$ cat config.mk
export PLATFORM = sky130hd
export DESIGN_NAME = wfg_record_spi
export DESIGN_NICKNAME = d
export VERILOG_FILES = /design/src/rtl/wfg_record_spi.sv
export SDC_FILE = /design/constraint.sdc
export NUM_CORES = 1
export LEC_CHECK = 0
export CORE_AREA = 2 2 119 121
export DETAILED_ROUTE_END_ITERATION = 10
export DIE_AREA = 0 0 121 123
export GPL_ROUTABILITY_DRIVEN = 0
export HOLD_SLACK_MARGIN = 0.08
export PLACE_DENSITY_LB_ADDON = 0.05
export SLEW_MARGIN = 0
export SYNTH_ARGS = -nofsm -noshare
export SYNTH_HDL_FRONTEND = slang
export SYNTH_SLANG_ARGS = --single-unit
$ cat constraint.sdc
create_clock -name wb_clk_i -period 10.7 [get_ports wb_clk_i]
set_clock_uncertainty 0.1 [all_clocks]
set_input_delay 1.07 -clock wb_clk_i [delete_from_list [all_inputs] [get_ports wb_clk_i]]
set_output_delay 1.07 -clock wb_clk_i [all_outputs]
set_load 0.005 [all_outputs]
$ cat src/rtl/wfg_record_spi.sv
// SPI recorder: oversamples SCLK/CS_N/SDI on the Wishbone clock, deserialises 8/16/24/32-bit
// frames and presents each word on an AXI-Stream master through a small FIFO.
// Optional build macro: WFG_RECORD_SPI_ERR_EN enables the sticky partial-frame error flag.
module wfg_record_spi #(
  parameter int unsigned FIFO_DEPTH = 2
) (
  input  logic        wb_clk_i,
  input  logic        wb_rst_ni,
  input  logic        cfg_en_i,
  input  logic        cfg_cpol_i,
  input  logic        cfg_lsbfirst_i,
  input  logic [1:0]  cfg_dff_i,
  input  logic        spi_sclk_i,
  input  logic        spi_cs_ni,
  input  logic        spi_sdi_i,
  input  logic        wfg_axis_tready_i,
  output logic        wfg_axis_tvalid_o,
  output logic [31:0] wfg_axis_tdata_o,
  output logic        busy_o,
  output logic        overflow_o,
  output logic        frame_err_o
);

  localparam int unsigned AW   = (FIFO_DEPTH > 1) ? $clog2(FIFO_DEPTH) : 1;
  localparam int unsigned CntW = AW + 1;

  typedef enum logic [1:0] {StDisabled, StIdle, StShift} state_e;

  state_e state_q, state_d;

  // [0] first sync FF, [1] synchronised value, [2] history
  logic [2:0] sclk_q, cs_q;
  logic [1:0] sdi_q;

  logic        cpol_q, lsb_q;
  logic [1:0]  dff_q;
  logic [4:0]  cnt_q;
  logic [31:0] sr_q;
  logic        overflow_q, frame_err_q;

  logic [31:0]   mem_q [FIFO_DEPTH];
  logic [AW-1:0] wr_ptr_q, rd_ptr_q;
  logic [CntW-1:0] count_q;

  logic sclk_rise, sclk_fall, sample_edge, cs_fall, cs_rise, sdi_bit;
  logic shift_en, word_done, fifo_full, push_ok, pop;
  logic [31:0] sr_next;

  // Pin synchronisers; reset to 0 so a CS_N already low at release never looks like a fresh fall
  always_ff @(posedge wb_clk_i or negedge wb_rst_ni) begin
    if (!wb_rst_ni) begin
      sclk_q <= '0;
      cs_q   <= '0;
      sdi_q  <= '0;
    end else begin
      sclk_q <= {sclk_q[1:0], spi_sclk_i};
      cs_q   <= {cs_q[1:0], spi_cs_ni};
      sdi_q  <= {sdi_q[0], spi_sdi_i};
    end
  end

  assign sclk_rise   = sclk_q[1] & ~sclk_q[2];
  assign sclk_fall   = ~sclk_q[1] & sclk_q[2];
  assign cs_fall     = ~cs_q[1] & cs_q[2];
  assign cs_rise     = cs_q[1] & ~cs_q[2];
  assign sdi_bit     = sdi_q[1];
  assign sample_edge = cpol_q ? sclk_fall : sclk_rise;

  assign shift_en  = cfg_en_i && (state_q == StShift) && sample_edge;
  assign word_done = shift_en && (cnt_q == {dff_q, 3'b111});
  // The shift register is cleared per frame, so OR-ing the LSB-first bit in is sufficient
  assign sr_next   = lsb_q ? (sr_q | (32'(sdi_bit) << cnt_q)) : {sr_q[30:0], sdi_bit};

  // FSM state register
  always_ff @(posedge wb_clk_i or negedge wb_rst_ni) begin
    if (!wb_rst_ni) state_q <= StDisabled;
    else            state_q <= state_d;
  end

  // FSM next state; disable overrides everything
  always_comb begin
    state_d = state_q;
    if (!cfg_en_i) begin
      state_d = StDisabled;
    end else begin
      unique case (state_q)
        StDisabled: state_d = StIdle;
        StIdle:     if (cs_fall) state_d = StShift;
        StShift:    if (cs_rise) state_d = StIdle;
        default:    state_d = StDisabled;
      endcase
    end
  end

  // FSM outputs
  always_comb begin
    busy_o = (state_q == StShift);
  end

`ifdef WFG_RECORD_SPI_ERR_EN
  logic [4:0] cnt_after;
  logic       frame_abort;
  assign cnt_after   = shift_en ? (word_done ? 5'd0 : cnt_q + 5'd1) : cnt_q;
  assign frame_abort = cfg_en_i && (state_q == StShift) && cs_rise && (cnt_after != 5'd0);
`endif

  // Deserialiser, frame configuration capture and sticky flags
  always_ff @(posedge wb_clk_i or negedge wb_rst_ni) begin
    if (!wb_rst_ni) begin
      cpol_q      <= 1'b0;
      lsb_q       <= 1'b0;
      dff_q       <= 2'b00;
      cnt_q       <= '0;
      sr_q        <= '0;
      overflow_q  <= 1'b0;
      frame_err_q <= 1'b0;
    end else if (!cfg_en_i) begin
      cnt_q       <= '0;
      sr_q        <= '0;
      overflow_q  <= 1'b0;
      frame_err_q <= 1'b0;
    end else begin
      if (state_q == StIdle && cs_fall) begin
        cpol_q <= cfg_cpol_i;
        lsb_q  <= cfg_lsbfirst_i;
        dff_q  <= cfg_dff_i;
        cnt_q  <= '0;
        sr_q   <= '0;
      end else if (shift_en) begin
        cnt_q <= word_done ? 5'd0 : cnt_q + 5'd1;
        sr_q  <= word_done ? 32'd0 : sr_next;
      end
      if (word_done && fifo_full && !pop) overflow_q <= 1'b1;
`ifdef WFG_RECORD_SPI_ERR_EN
      if (frame_abort) frame_err_q <= 1'b1;
`endif
    end
  end

  assign fifo_full = (count_q == CntW'(FIFO_DEPTH));
  assign pop       = wfg_axis_tvalid_o && wfg_axis_tready_i;
  // A simultaneous pop frees the slot, so a push into a full FIFO is still taken
  assign push_ok   = word_done && (!fifo_full || pop);

  // FIFO storage; contents are only visible through valid entries, so no reset is needed
  always_ff @(posedge wb_clk_i) begin
    if (push_ok) mem_q[wr_ptr_q] <= sr_next;
  end

  // FIFO pointers and occupancy
  always_ff @(posedge wb_clk_i or negedge wb_rst_ni) begin
    if (!wb_rst_ni) begin
      wr_ptr_q <= '0;
      rd_ptr_q <= '0;
      count_q  <= '0;
    end else if (!cfg_en_i) begin
      wr_ptr_q <= '0;
      rd_ptr_q <= '0;
      count_q  <= '0;
    end else begin
      if (push_ok) wr_ptr_q <= wr_ptr_q + AW'(1);
      if (pop)     rd_ptr_q <= rd_ptr_q + AW'(1);
      if (push_ok && !pop)      count_q <= count_q + CntW'(1);
      else if (!push_ok && pop) count_q <= count_q - CntW'(1);
    end
  end

  assign wfg_axis_tvalid_o = (count_q != '0);
  assign wfg_axis_tdata_o  = wfg_axis_tvalid_o ? mem_q[rd_ptr_q] : 32'd0;
  assign overflow_o        = overflow_q;
`ifdef WFG_RECORD_SPI_ERR_EN
  assign frame_err_o       = frame_err_q;
`else
  assign frame_err_o       = 1'b0;
`endif

endmodule
==> results_dict.tcl <==
set metrics [dict create \
    netlist_instances 440 \
    timing.critical_path.arrival_ns 3.58 \
    synth.lib_cells_used.distinct 50 \
    cellPowerDensity_mw_per_mm2 176.2 \
    synth_enable_flop_cells 64 \
    tns_ns 0 \
    cts_resized 0 \
    required_ns 10.69 \
    tritoncts_num_sinks 120 \
    max_stage_delay_ns 0.83 \
    period_share_pct 33.57 \
    path_clk_slew_ns 0.05 \
    ys_top_cells_by_count "71 x sky130_fd_sc_hd__nor2_1, 64 x sky130_fd_sc_hd__edfxtp_1, 56 x sky130_fd_sc_hd__dfrtp_1, 53 x sky130_fd_sc_hd__a21oi_1" \
    yosysSeqAreaShare_pct 62.09 \
    largest_net_degree_at_the_start_of_global_routing 69 \
    first_pass_grt_wire_length_microns 18780 \
    io_buffers 45 \
    placed_area_sq_mm 0.005874 \
    numCtsBuffers 17 \
    post-synth-top-count-cell "sky130_fd_sc_hd__nor2_1" \
    grt_setup_unrepaired "false" \
    clock_path_buffers 2 \
    path_class "input port to flop" \
    dp_worst_setup_slack_ns 6.621 \
    drt_pre_antenna_iters 4 \
    antenna_violation_net_count_after_detailed_routing 0 \
    hold_class "flop to flop" \
    crit_chain "clkdlybuf4s50_1, o21ai_0, nor4_2, nor2b_2, buf_4" \
    post_cts_hold_buffer_count 0 \
    placementRows 43 \
    timing.final.crit_period_ns 3.593 \
    synth_ff_type "sky130_fd_sc_hd__edfxtp_1" \
    core_area_sq_mm 0.01361 \
    first_global_vias 3499 \
    route.detailed.drc 0 \
    cts.htree.levels 4 \
    area_growth_pct 19.89 \
    critPathSlowestCell "sky130_fd_sc_hd__nor2b_2" \
    tritoncts "built" \
    yosys_warnings 0 \
    synth_top_area_share_pct 35.90 \
    die_width_microns 121 \
    drv.max_cap_violation_count 0 \
    setup.worst_path.end_class "flop" \
    mappedNetlistArea_sq_mm 0.005353 \
    clock_insertion_delay_worst_skew_ns 0.42 \
    net_count_of_the_finished_layout 487 \
    die-area_sq_mm 0.01488 \
    leakage_nw 2.349 \
    worst_setup_path_start_kind "input port" \
    max_slew_headroom_pct 26.20 \
    netlist_top_cells_area "sky130_fd_sc_hd__edfxtp_1 36%, sky130_fd_sc_hd__dfrtp_1 26%, sky130_fd_sc_hd__mux2i_1 6.2%, sky130_fd_sc_hd__a22o_1 5.4%, sky130_fd_sc_hd__nor2_1 5.0%" \
    detailedPlacementHpwl_microns 7085 \
    finalSetupViolations 0 \
    routed_via_density 5.225 \
    pin_count 47 \
    drt-wirelength-per-cell_microns 17.19 \
    synth_top_cell_by_area "sky130_fd_sc_hd__edfxtp_1" \
    tightest_slew_ns 1.107 \
    global_route.usage.total_pct 16.93 \
    synthesis.area_per_instance_sq_um 12.17 \
    async_flop_share_pct 46.67 \
    final-max-slew-violation-count 0 \
    final-hold-violation-count 0 \
    postCtsSetupRepairBufs 0 \
    clockRootBuffer "sky130_fd_sc_hd__clkbuf_16" \
    worstPathMaxFanout 18 \
    fmaxAchievable_mhz 278.4 \
    chipHeight_microns 123 \
    initialDrtViolationCount 158 \
    syn_nets 452 \
    antenna-diode-count 0 \
    synth-seq-cells 120 \
    start_util_pct 39.32 \
    maximum_ir_drop_on_the_vdd_rail_mv 0.1067 \
    grt_antenna_before_repair 0 \
    via_count 3490 \
    run_status "complete, no violations" \
    globalRoute.totalOverflow 0 \
    post_layout_instance_area_sq_mm 0.006417 \
    finalWirelength_microns 11480 \
    drive_gt1_share_pct 10.04 \
    final.setup.worst_slack_ns 7.107 \
]
[stage by stage]
stage	instances	utilization [%]	total power, W	hold slack, ns
floorplan	440	-	0.0005920	0.2312
global placement	636	43.16	0.0006198	0.2341
detailed placement	636	43.16	0.0006212	0.2418
CTS	668	47.15	0.001144	0.2537
global route	668	47.15	0.001181	0.2659
finish	668	47.15	0.001131	0.2497
[power breakdown]
group	internal (W)	leakage, nW	switching (W)
Combinational	0.0000278	0.747	0.0000493
Sequential	0.000511	1.34	0.0000237
Clock	0.000327	0.267	0.000192
[registers in the layout, indices dropped and copies added, names as in the netlist, 2 cells and up]
name / flops
count_q: 2
sr_q: 32
dff_q: 2
sclk_q: 3
cnt_q: 5
cs_q: 3
sdi_q: 2
state_q: 2
mem_q: 64
[cells by family (layout without fill, tap and decap cells)]
logic type               after synthesis  after routing  share of synthesized area [%]
AO/OA/AOI/OAI                        119            119                          14.94
XOR/XNOR                               4              4                         0.6546
adder cells (fa/ha/maj)                1              1                         0.2337
buffers and inverters                 41             89                          4.161
flip-flops                           120            120                          62.08
multiplexers                          38             38                          7.223
other                                  1              1                        0.07006
AND/OR/NAND/NOR                      116            116                          10.64
[critical path, delay by kind of cell]
kind | cells | cell delay (ns)
simple gates | 2 | 1.16
buf+inv | 2 | 1.15
compound gates | 1 | 0.19
[cells in the final DEF, fill, tap and decap left out, types with 2 or more instances in the layout]
| cell | instances |
|---|---|
| sky130_fd_sc_hd__clkbuf_1 | 3 |
| sky130_fd_sc_hd__o21ai_0 | 6 |
| sky130_fd_sc_hd__nor4_1 | 2 |
| sky130_fd_sc_hd__a31oi_1 | 13 |
| sky130_fd_sc_hd__mux2_2 | 5 |
| sky130_fd_sc_hd__clkdlybuf4s50_1 | 44 |
| sky130_fd_sc_hd__a22o_1 | 33 |
| sky130_fd_sc_hd__buf_4 | 5 |
| sky130_fd_sc_hd__inv_1 | 7 |
| sky130_fd_sc_hd__nor2_1 | 70 |
| sky130_fd_sc_hd__xor2_1 | 3 |
| sky130_fd_sc_hd__dfrtp_2 | 2 |
| sky130_fd_sc_hd__clkinv_2 | 6 |
| sky130_fd_sc_hd__edfxtp_1 | 64 |
| sky130_fd_sc_hd__mux2i_1 | 33 |
| sky130_fd_sc_hd__clkbuf_8 | 2 |
| sky130_fd_sc_hd__and4b_1 | 2 |
| sky130_fd_sc_hd__and2_1 | 5 |
| sky130_fd_sc_hd__clkbuf_16 | 17 |
| sky130_fd_sc_hd__nor3_1 | 3 |
| sky130_fd_sc_hd__nor2b_1 | 8 |
| sky130_fd_sc_hd__nor3b_1 | 2 |
| sky130_fd_sc_hd__o31a_1 | 2 |
| sky130_fd_sc_hd__clkinvlp_4 | 2 |
| sky130_fd_sc_hd__nand2_1 | 8 |
| sky130_fd_sc_hd__a21oi_1 | 53 |
| sky130_fd_sc_hd__and3b_1 | 2 |
| sky130_fd_sc_hd__nand2b_1 | 2 |
| sky130_fd_sc_hd__dfrtp_1 | 54 |
| sky130_fd_sc_hd__nor2b_2 | 2 |
[cell type report]
| type | instances | area (sq um) |
|---|---|---|
| fill | 1283 | 7194 |
| multi-input combinational | 279 | 1814 |
| clock buffer | 22 | 464.2 |
| timing repair buffer | 50 | 483.0 |
| clock inverter | 10 | 78.83 |
| inverter | 7 | 26.28 |
| sequential | 120 | 3326 |
| tap | 180 | 225.2 |
[per-layer routing]
metal | wire length, microns | up-vias | global-route usage, %
met5 | 0 | - | 0
met4 | 158 | 0 | 6.395
met3 | 386 | 14 | 4.843
met2 | 5648 | 72 | 26.90
met1 | 5290 | 1720 | 22.11
li1 | - | 1684 | -
[final timing paths]
kind | depth (start not counted) | startpoint | slack [ns] | end
max | 5 | cfg_en_i | 7.11 | mem_q[0][26]
min | 0 | cs_q[0] | 0.25 | cs_q[1]
max reg2reg | 6 | cnt_q[0] | 7.19 | mem_q[0][26]
min reg2reg | 0 | cs_q[0] | 0.25 | cs_q[1]
max in group asynchronous | 2 | wb_rst_ni | 9.26 | rd_ptr_q
min in group asynchronous | 2 | wb_rst_ni | 0.70 | state_q[0]
(Power assumes the default switching activity.)
